**config.mk**
```make
export PLATFORM = sky130hd
export DESIGN_NAME = frame_ram_arbiter
export DESIGN_NICKNAME = d
export VERILOG_FILES = /design/src/rtl/frame_ram_arbiter.sv
export SDC_FILE = /design/constraint.sdc
export NUM_CORES = 1
export LEC_CHECK = 0
export CAP_MARGIN = 20
export CORE_UTILIZATION = 39
export DETAILED_ROUTE_END_ITERATION = 6
export GPL_TIMING_DRIVEN = 0
export PLACE_DENSITY_LB_ADDON = 0.3
export SLEW_MARGIN = 10
export SYNTH_ARGS = -nofsm -noshare
export SYNTH_HDL_FRONTEND = slang
export SYNTH_SLANG_ARGS = --single-unit
```
**constraint.sdc**
```tcl
create_clock -name clock -period 4.8 [get_ports clock]
set_input_delay 0.96 -clock clock [delete_from_list [all_inputs] [get_ports clock]]
set_output_delay 0.96 -clock clock [all_outputs]
set_load 0.05 [all_outputs]
```
**src/rtl/frame_ram_arbiter.sv**
```systemverilog
// Single-port frame RAM arbiter: one host writer with bounded priority, NUM_RD round-robin readers.
// Grants are decided combinationally each cycle; read data returns one cycle after the read ack.
module frame_ram_arbiter #(
    parameter int unsigned ADDR_W       = 9,
    parameter int unsigned DATA_W       = 8,
    parameter int unsigned NUM_RD       = 4,
    parameter int unsigned WR_MAX_BURST = 4
) (
    input  logic                     clock,
    input  logic                     reset,
    input  logic                     wr_req,
    input  logic [ADDR_W-1:0]        wr_addr,
    input  logic [DATA_W-1:0]        wr_data,
    output logic                     wr_ack,
    input  logic [NUM_RD-1:0]        rd_req,
    input  logic [NUM_RD*ADDR_W-1:0] rd_addr,
    output logic [NUM_RD-1:0]        rd_ack,
    output logic [NUM_RD-1:0]        rd_valid,
    output logic [DATA_W-1:0]        rd_data,
    output logic                     ram_write,
    output logic [ADDR_W-1:0]        ram_address,
    output logic [DATA_W-1:0]        ram_data_in,
    input  logic [DATA_W-1:0]        ram_data_out
);

    localparam int unsigned PTR_W   = (NUM_RD > 1) ? $clog2(NUM_RD) : 1;
    localparam int unsigned BURST_W = $clog2(WR_MAX_BURST + 1);

    logic [PTR_W-1:0]   r_rr_ptr;
    logic [BURST_W-1:0] r_wr_burst;
    logic [NUM_RD-1:0]  r_rd_valid;
    logic [ADDR_W-1:0]  r_last_addr;

    logic               w_any_rd;
    logic               w_burst_ok;
    logic               w_wr_gnt;
    logic               w_rd_gnt;
    logic               w_rd_found;
    logic [PTR_W-1:0]   w_rd_idx;
    logic [PTR_W:0]     w_scan;
    logic [PTR_W-1:0]   w_rr_next;

    // Arbitration: writer first unless it has used up its burst while readers wait
    always_comb begin
        w_any_rd   = |rd_req;
        w_burst_ok = (r_wr_burst < BURST_W'(WR_MAX_BURST));
        w_wr_gnt   = ~reset & wr_req & (~w_any_rd | w_burst_ok);
        w_rd_found = 1'b0;
        w_rd_idx   = '0;
        w_scan     = '0;
        for (int k = 0; k < int'(NUM_RD); k++) begin
            w_scan = (PTR_W+1)'(r_rr_ptr) + (PTR_W+1)'(k);
            if (w_scan >= (PTR_W+1)'(NUM_RD)) begin
                w_scan = w_scan - (PTR_W+1)'(NUM_RD);
            end
            if (!w_rd_found && rd_req[w_scan[PTR_W-1:0]]) begin
                w_rd_found = 1'b1;
                w_rd_idx   = w_scan[PTR_W-1:0];
            end
        end
        w_rd_gnt  = ~reset & ~w_wr_gnt & w_rd_found;
        w_rr_next = (32'(w_rd_idx) == NUM_RD - 1) ? '0 : w_rd_idx + PTR_W'(1);
    end

    // RAM port and acknowledge outputs follow the same-cycle grant
    always_comb begin
        wr_ack      = w_wr_gnt;
        ram_write   = w_wr_gnt;
        ram_data_in = w_wr_gnt ? wr_data : '0;
        rd_ack      = w_rd_gnt ? (NUM_RD'(1) << w_rd_idx) : '0;
        rd_valid    = reset ? '0 : r_rd_valid;
        rd_data     = ram_data_out;
        if (reset) begin
            ram_address = '0;
        end else if (w_wr_gnt) begin
            ram_address = wr_addr;
        end else if (w_rd_gnt) begin
            ram_address = rd_addr[w_rd_idx*ADDR_W +: ADDR_W];
        end else begin
            ram_address = r_last_addr;
        end
    end

    always_ff @(posedge clock) begin
        if (reset) begin
            r_rr_ptr    <= '0;
            r_wr_burst  <= '0;
            r_rd_valid  <= '0;
            r_last_addr <= '0;
        end else begin
            r_last_addr <= ram_address;
            r_rd_valid  <= rd_ack;
            if (w_rd_gnt) begin
                r_rr_ptr <= w_rr_next;
            end
            // Burst count only matters while a reader is waiting
            if (w_rd_gnt || !w_any_rd) begin
                r_wr_burst <= '0;
            end else if (w_wr_gnt && w_burst_ok) begin
                r_wr_burst <= r_wr_burst + BURST_W'(1);
            end
        end
    end

endmodule
```
After elaboration in Yosys (flattened, before gate mapping)
Cells that the tools add are included.
- bits in registers: 18
- bits of input ports: 68
- output and inout bits: 35
- add/sub/neg operators: 9
- multiply operators: 1
- magnitude comparators: 9
- eq/ne operators: 1
- shift-type cells: 2
- multiplexer cells: 27
- bitwise logic cells: 8
- reductions and logical operators: 11
- operators with widths (cell ; count):
    indexed part select 36 x 7 -> 9 bit ; 1
    2-to-1 mux 9 bit ; 3
    2-to-1 mux 2 bit ; 9
    less-than comparator 2 x 3 -> 1 bit (second input constant) ; 4
    >= comparator 3 bit (second input constant) ; 3
    binary-select mux 1 bit (select 2 bit) ; 4
    2-to-1 mux 1 bit ; 8
    2-to-1 mux 4 bit ; 2
    2-to-1 mux 8 bit ; 1
    subtractor 2 x 1 -> 2 bit (second input constant) ; 4
    adder 2 x 2 -> 3 bit (second input constant) ; 2
    multiplier 2 x 4 -> 6 bit (second input constant) ; 1
    AND 1 bit ; 4
    logical AND 1 bit ; 4
    logical NOT 1 bit ; 4
    OR reduction 4 bit ; 1
    << shifter 1 x 2 -> 4 bit (first input constant) ; 1
    adder 2 x 1 -> 3 bit (second input constant) ; 1
    adder 3 x 1 -> 3 bit (second input constant) ; 1
    >= comparator 2 x 3 -> 1 bit (second input constant) ; 1
    less-than comparator 3 bit (second input constant) ; 1
    NOT 1 bit ; 3
    adder 2 x 1 -> 2 bit (second input constant) ; 1
    == test 2 bit (second input constant) ; 1
    other kinds (3) ; 3

Depth between registers and ports, before layout
Gate-level depths: netlist of the first run.
- word-level depth: 19
- mapped depth: 8
- mapped depth without buffers: 6

Worst setup path after synthesis of the first run
Ideal clock, no wire load.
- path type: input to output
- start: input rd_req[0]
- end: output ram_address[8]
- arrival time: 3205 ps
- required time: 3840 ps
- setup slack: 635 ps
- stages on the path: 4
- cell sequence: nor4_1 a211oi_2 clkbuf_1 a311oi_1
- cells in the longest elaborated chain, start to end: 17
- ends and longest elaborated chain (item ; RTL line ; source):
    start, declared ; 15 ; input logic [NUM_RD-1:0] rd_req,
    binary-select mux 1 bit (select 2 bit) ; 56 ; if (!w_rd_found && rd_req[w_scan[PTR_W-1:0]]) begin
    2-to-1 mux 1 bit (implied by the code) ; 56 ;
    2-to-1 mux 1 bit ; 56 ;
    logical NOT 1 bit ; 56 ;
    logical AND 1 bit ; 56 ;
    2-to-1 mux 1 bit ; 56 ;
    logical NOT 1 bit ; 56 ;
    logical AND 1 bit ; 56 ;
    2-to-1 mux 1 bit ; 56 ;
    logical NOT 1 bit ; 56 ;
    logical AND 1 bit ; 56 ;
    2-to-1 mux 2 bit ; 56 ;
    multiplier 2 x 4 -> 6 bit ; 78 ; ram_address = rd_addr[w_rd_idx*ADDR_W +: ADDR_W];
    indexed part select 36 x 7 -> 9 bit ; 78 ;
    2-to-1 mux 9 bit ; 77 ; end else if (w_rd_gnt) begin
    2-to-1 mux 9 bit (*) ; 75 ; end else if (w_wr_gnt) begin
    2-to-1 mux 9 bit (*) ; 73 ; if (reset) begin
    end, declared ; 21 ; output logic [ADDR_W-1:0] ram_address,
Every way passes the cells marked *; elsewhere a longest branch is shown, timed or not. The select of a mux whose other input is x is not followed.

Worst setup path in the final report of the first run
- start: input rd_req[1]
- end: output ram_address[8]
The elaborated chain is that of the path after synthesis.

==> results.yml, run 1 <==
placed_design:
  dp_cells: 326
  gp_congestion: 0.783
  post-dp-hpwl_mm: 3.86
  portBuffers: 94
  dp_slack_ns: -0.0451
critical_path:
  path_class: "input pin to primary output"
  critPathArrivalTime_ns: 3.79
  endpoint_kind: "primary output"
  critPathLaunchType: "input pin"
  crit_path_start: "rd_req[1]"
  crit_top_cell: "clkdlybuf4s50_1"
  reg2reg_from: "r_wr_burst[2]"
  slowest_delay_ns: 0.86
  critPathSlowestCell: "clkdlybuf4s50_1"
  cp_data_required_time_ns: 3.84
  crit_chain: "clkdlybuf4s50_1, nor4_1, a211oi_2, clkbuf_1, a311oi_1, clkdlybuf4s50_1"
  cp_max_fo: 10
clock_tree:
  worstSkewPairLatency_ns: 0.26
  cts-root-buf: "clkbuf_8"
  clkSinkCount: 18
  cts_buffer_depth: 2
  clk_pin_slew_worst_paths_ns: 0.07
  numCtsBuffers: 3
  cts_max_level: 1
  cts_tree: "yes"
sta:
  rsz0062_at_grt: "yes"
  slew_headroom_pct: 52.2
  finalClockSkew_ns: 0.00473
  timing.fmax_mhz: 211
  period_share_pct: 98.9
  hold_violations: 0
  finalSetupTns_ns: 0
  setup_ws_ns: 0.0543
  setup_viol: 0
  period_needed_ns: 4.75
  tightest_slew_ns: 0.711
  slew_viol_final: 0
cells_and_area:
  multi_input_area_um2: 1070
  layout-drive-gt1-share_pct: 14.4
  antenna_cells: 0
  fin_cells: 332
  fillCellCount: 313
  syn2layout_area_growth_pct: 68.6
  ff_latch_area_um2: 360
  nets: 358
routing:
  via_count: 1811
  routedWlPerCell_um: 14.7
  dr.pass1.iters: 4
  first_iter_violations: 51
  wl_mm: 4.87
  drc: 0
  postRouteAntennaNets: 0
  vias_per_cell: 5.45
floorplanning:
  fp.dieArea_um2: 4320
  die_w_um: 65.8
  fp.dieH_um: 65.8
  initial_core_util_pct: 42.0
  core_um2: 3770
  io_pins: 103
  std_cell_rows: 22
global_route:
  grt_max_degree: 12
  grt_pass1_vias: 1607
  overflow: 0
  track_usage_pct: 21.8
  antenna_found_initial: 0
  grt_pass1_wl_mm: 7.26
synthesis:
  syn_inst: 184
  synth_top_area_share_pct: 22.7
  syn_nets: 257
  synth-edff-count: 0
  synthArstFlopShare_pct: 0
  synth_seq_cells: 18
  yosysSeqAreaShare_pct: 22.7
  ys_types: 40
  netlist_area_um2: 1590
  synth_ff_type: "dfxtp_1"
  yosysTopAreaCell: "dfxtp_1"
  synth_area_per_cell_um2: 8.62
  yosys-top-cells-area: "dfxtp_1, and2_1, a221oi_2"
  yosys_warnings: 0
status:
  status: "complete, no violations"
pwr:
  power_density_nw_per_um2: 245
  vdd_drop_max_mv: 0.127
  p_leak_nw: 1.12
hold_path:
  holdCritPathClass: "flip-flop to flip-flop"
  min_from: "r_wr_burst[0]"
run:
  max_cap_violations: 0
==> final timing paths <==
path              depth (start not counted)  slack, ns             end
setup / recovery                          6       0.05  ram_address[8]
hold / removal                            1       0.42   r_wr_burst[0]
setup reg to reg                          6       2.77  r_last_addr[0]
hold reg to reg                           1       0.42   r_wr_burst[0]
==> Yosys cell counts (2+ instances only) <==
| cell | count |
|---|---|
| mux2i_1 | 3 |
| and3_1 | 2 |
| dfxtp_1 | 18 |
| o221a_2 | 3 |
| nand2b_1 | 4 |
| nor2_1 | 6 |
| a32oi_1 | 6 |
| ha_1 | 5 |
| a21boi_0 | 4 |
| nand4_1 | 6 |
| and2_1 | 17 |
| nor2b_1 | 8 |
| and2b_1 | 6 |
| a21oi_1 | 4 |
| inv_1 | 3 |
| nand2_1 | 10 |
| mux2_2 | 6 |
| o22ai_1 | 12 |
| buf_4 | 9 |
| clkbuf_1 | 9 |
| a221oi_2 | 6 |
| buf_6 | 3 |
| a311oi_1 | 6 |
| a211o_1 | 5 |
| o221a_1 | 3 |
| o21ai_0 | 6 |
==> kinds of logic after synthesis <==
kind of cell               share of synthesized area (%)
and+or+nand+nor                                     24.2
AOI/OAI and AO/OA                                   33.0
adders and majority gates                           3.95
DFF                                                 22.7
muxes                                               6.16
buffers and inverters                               9.94
==> layout by cell type, fill, tap and decap left out, types with 2 or more instances in the layout <==
| cell type | instances |
|---|---|
| a2111oi_1 | 2 |
| a211o_1 | 5 |
| a21boi_0 | 4 |
| a21oi_1 | 4 |
| a221oi_2 | 6 |
| a311oi_1 | 6 |
| a32oi_1 | 6 |
| and2_1 | 17 |
| and2b_1 | 6 |
| and3_1 | 2 |
| buf_4 | 11 |
| buf_6 | 3 |
| clkbuf_1 | 8 |
| clkbuf_8 | 4 |
| clkdlybuf4s50_1 | 84 |
| dfxtp_1 | 18 |
| dlygate4sd2_1 | 3 |
| dlymetal6s2s_1 | 7 |
| ha_1 | 5 |
| inv_1 | 3 |
| mux2_2 | 6 |
| mux2i_1 | 3 |
| nand2_1 | 10 |
| nand2b_1 | 4 |
| nand4_1 | 6 |
| nor2_1 | 6 |
| nor2b_1 | 8 |
| o21ai_0 | 6 |
| o221a_1 | 3 |
| o221a_2 | 3 |
| o22ai_1 | 12 |
==> routing by layer <==
| layer | routed length (µm) | vias to the layer above | GRT usage [%] |
|---|---|---|---|
| li1 | - | 900 | - |
| met3 | 313 | 4 | 2.60 |
| met4 | 46 | 0 | 5.71 |
| met2 | 2410 | 71 | 38.9 |
| met1 | 2110 | 836 | 27.2 |
| met5 | 0 | - | 0 |
==> where the power goes <==
group / switching, W / leakage [nW] / internal (W)
logic: 0.000197 / 0.941 / 0.000155
registers: 0.00000670 / 0.149 / 0.000166
clock network: 0.0000559 / 0.0288 / 0.0000730
total: 0.000259 / 1.12 / 0.000394
==> sequential cells by signal, summed over array words and instances, names as in the netlist <==
name and flops:
r_rr_ptr 2, r_last_addr 9, r_wr_burst 3, r_rd_valid 4
==> timing repair <==
item,CTS,global route
hold buffers,0,0
setup endpoints to repair,3,14
gates cloned,0,0
pin swaps,0,1
gates resized for setup,3,10
setup buffers,0,2
==> through the flow <==
stage / instance area [µm²] / total power [W] / util, % / hold slack [ns]
after CTS: 2640 / 0.000651 / 69.9 / 0.421
after global routing: 2670 / 0.000684 / 70.9 / 0.443
after detailed placement: 2590 / 0.000528 / 68.6 / 0.411
after global placement: 2590 / 0.000523 / 68.6 / 0.409
final: 2670 / 0.000654 / 70.9 / 0.417
after floorplan: 1590 / 0.000403 / - / 0.396
==> layout make-up <==
class                      count  area share, %
sequential                    18           13.5
timing repair buffer          96           36.3
tap                           48           2.25
buffer                        22           5.29
multi-input combinational    140           40.0
clock buffer                   4           2.06
inverter                       4          0.655
==> critical path: cells and delay by family <==
family          cells  cell delay (ns)
simple gates        1             0.67
buf+inv             3             1.63
compound gates      2             0.52
(Power assumes the default switching activity.)
==> inputs of run 2 (changes only) <==
--- a/config.mk
+++ b/config.mk
@@ -5,7 +5,7 @@
 export SDC_FILE = /design/constraint.sdc
 export NUM_CORES = 1
 export LEC_CHECK = 0
-export CAP_MARGIN = 20
+export CAP_MARGIN = 10
 export CORE_UTILIZATION = 39
 export DETAILED_ROUTE_END_ITERATION = 6
 export GPL_TIMING_DRIVEN = 0
==> results of run 2 <==
No change in the layout: final DEF, timing and power equal those of run 1.
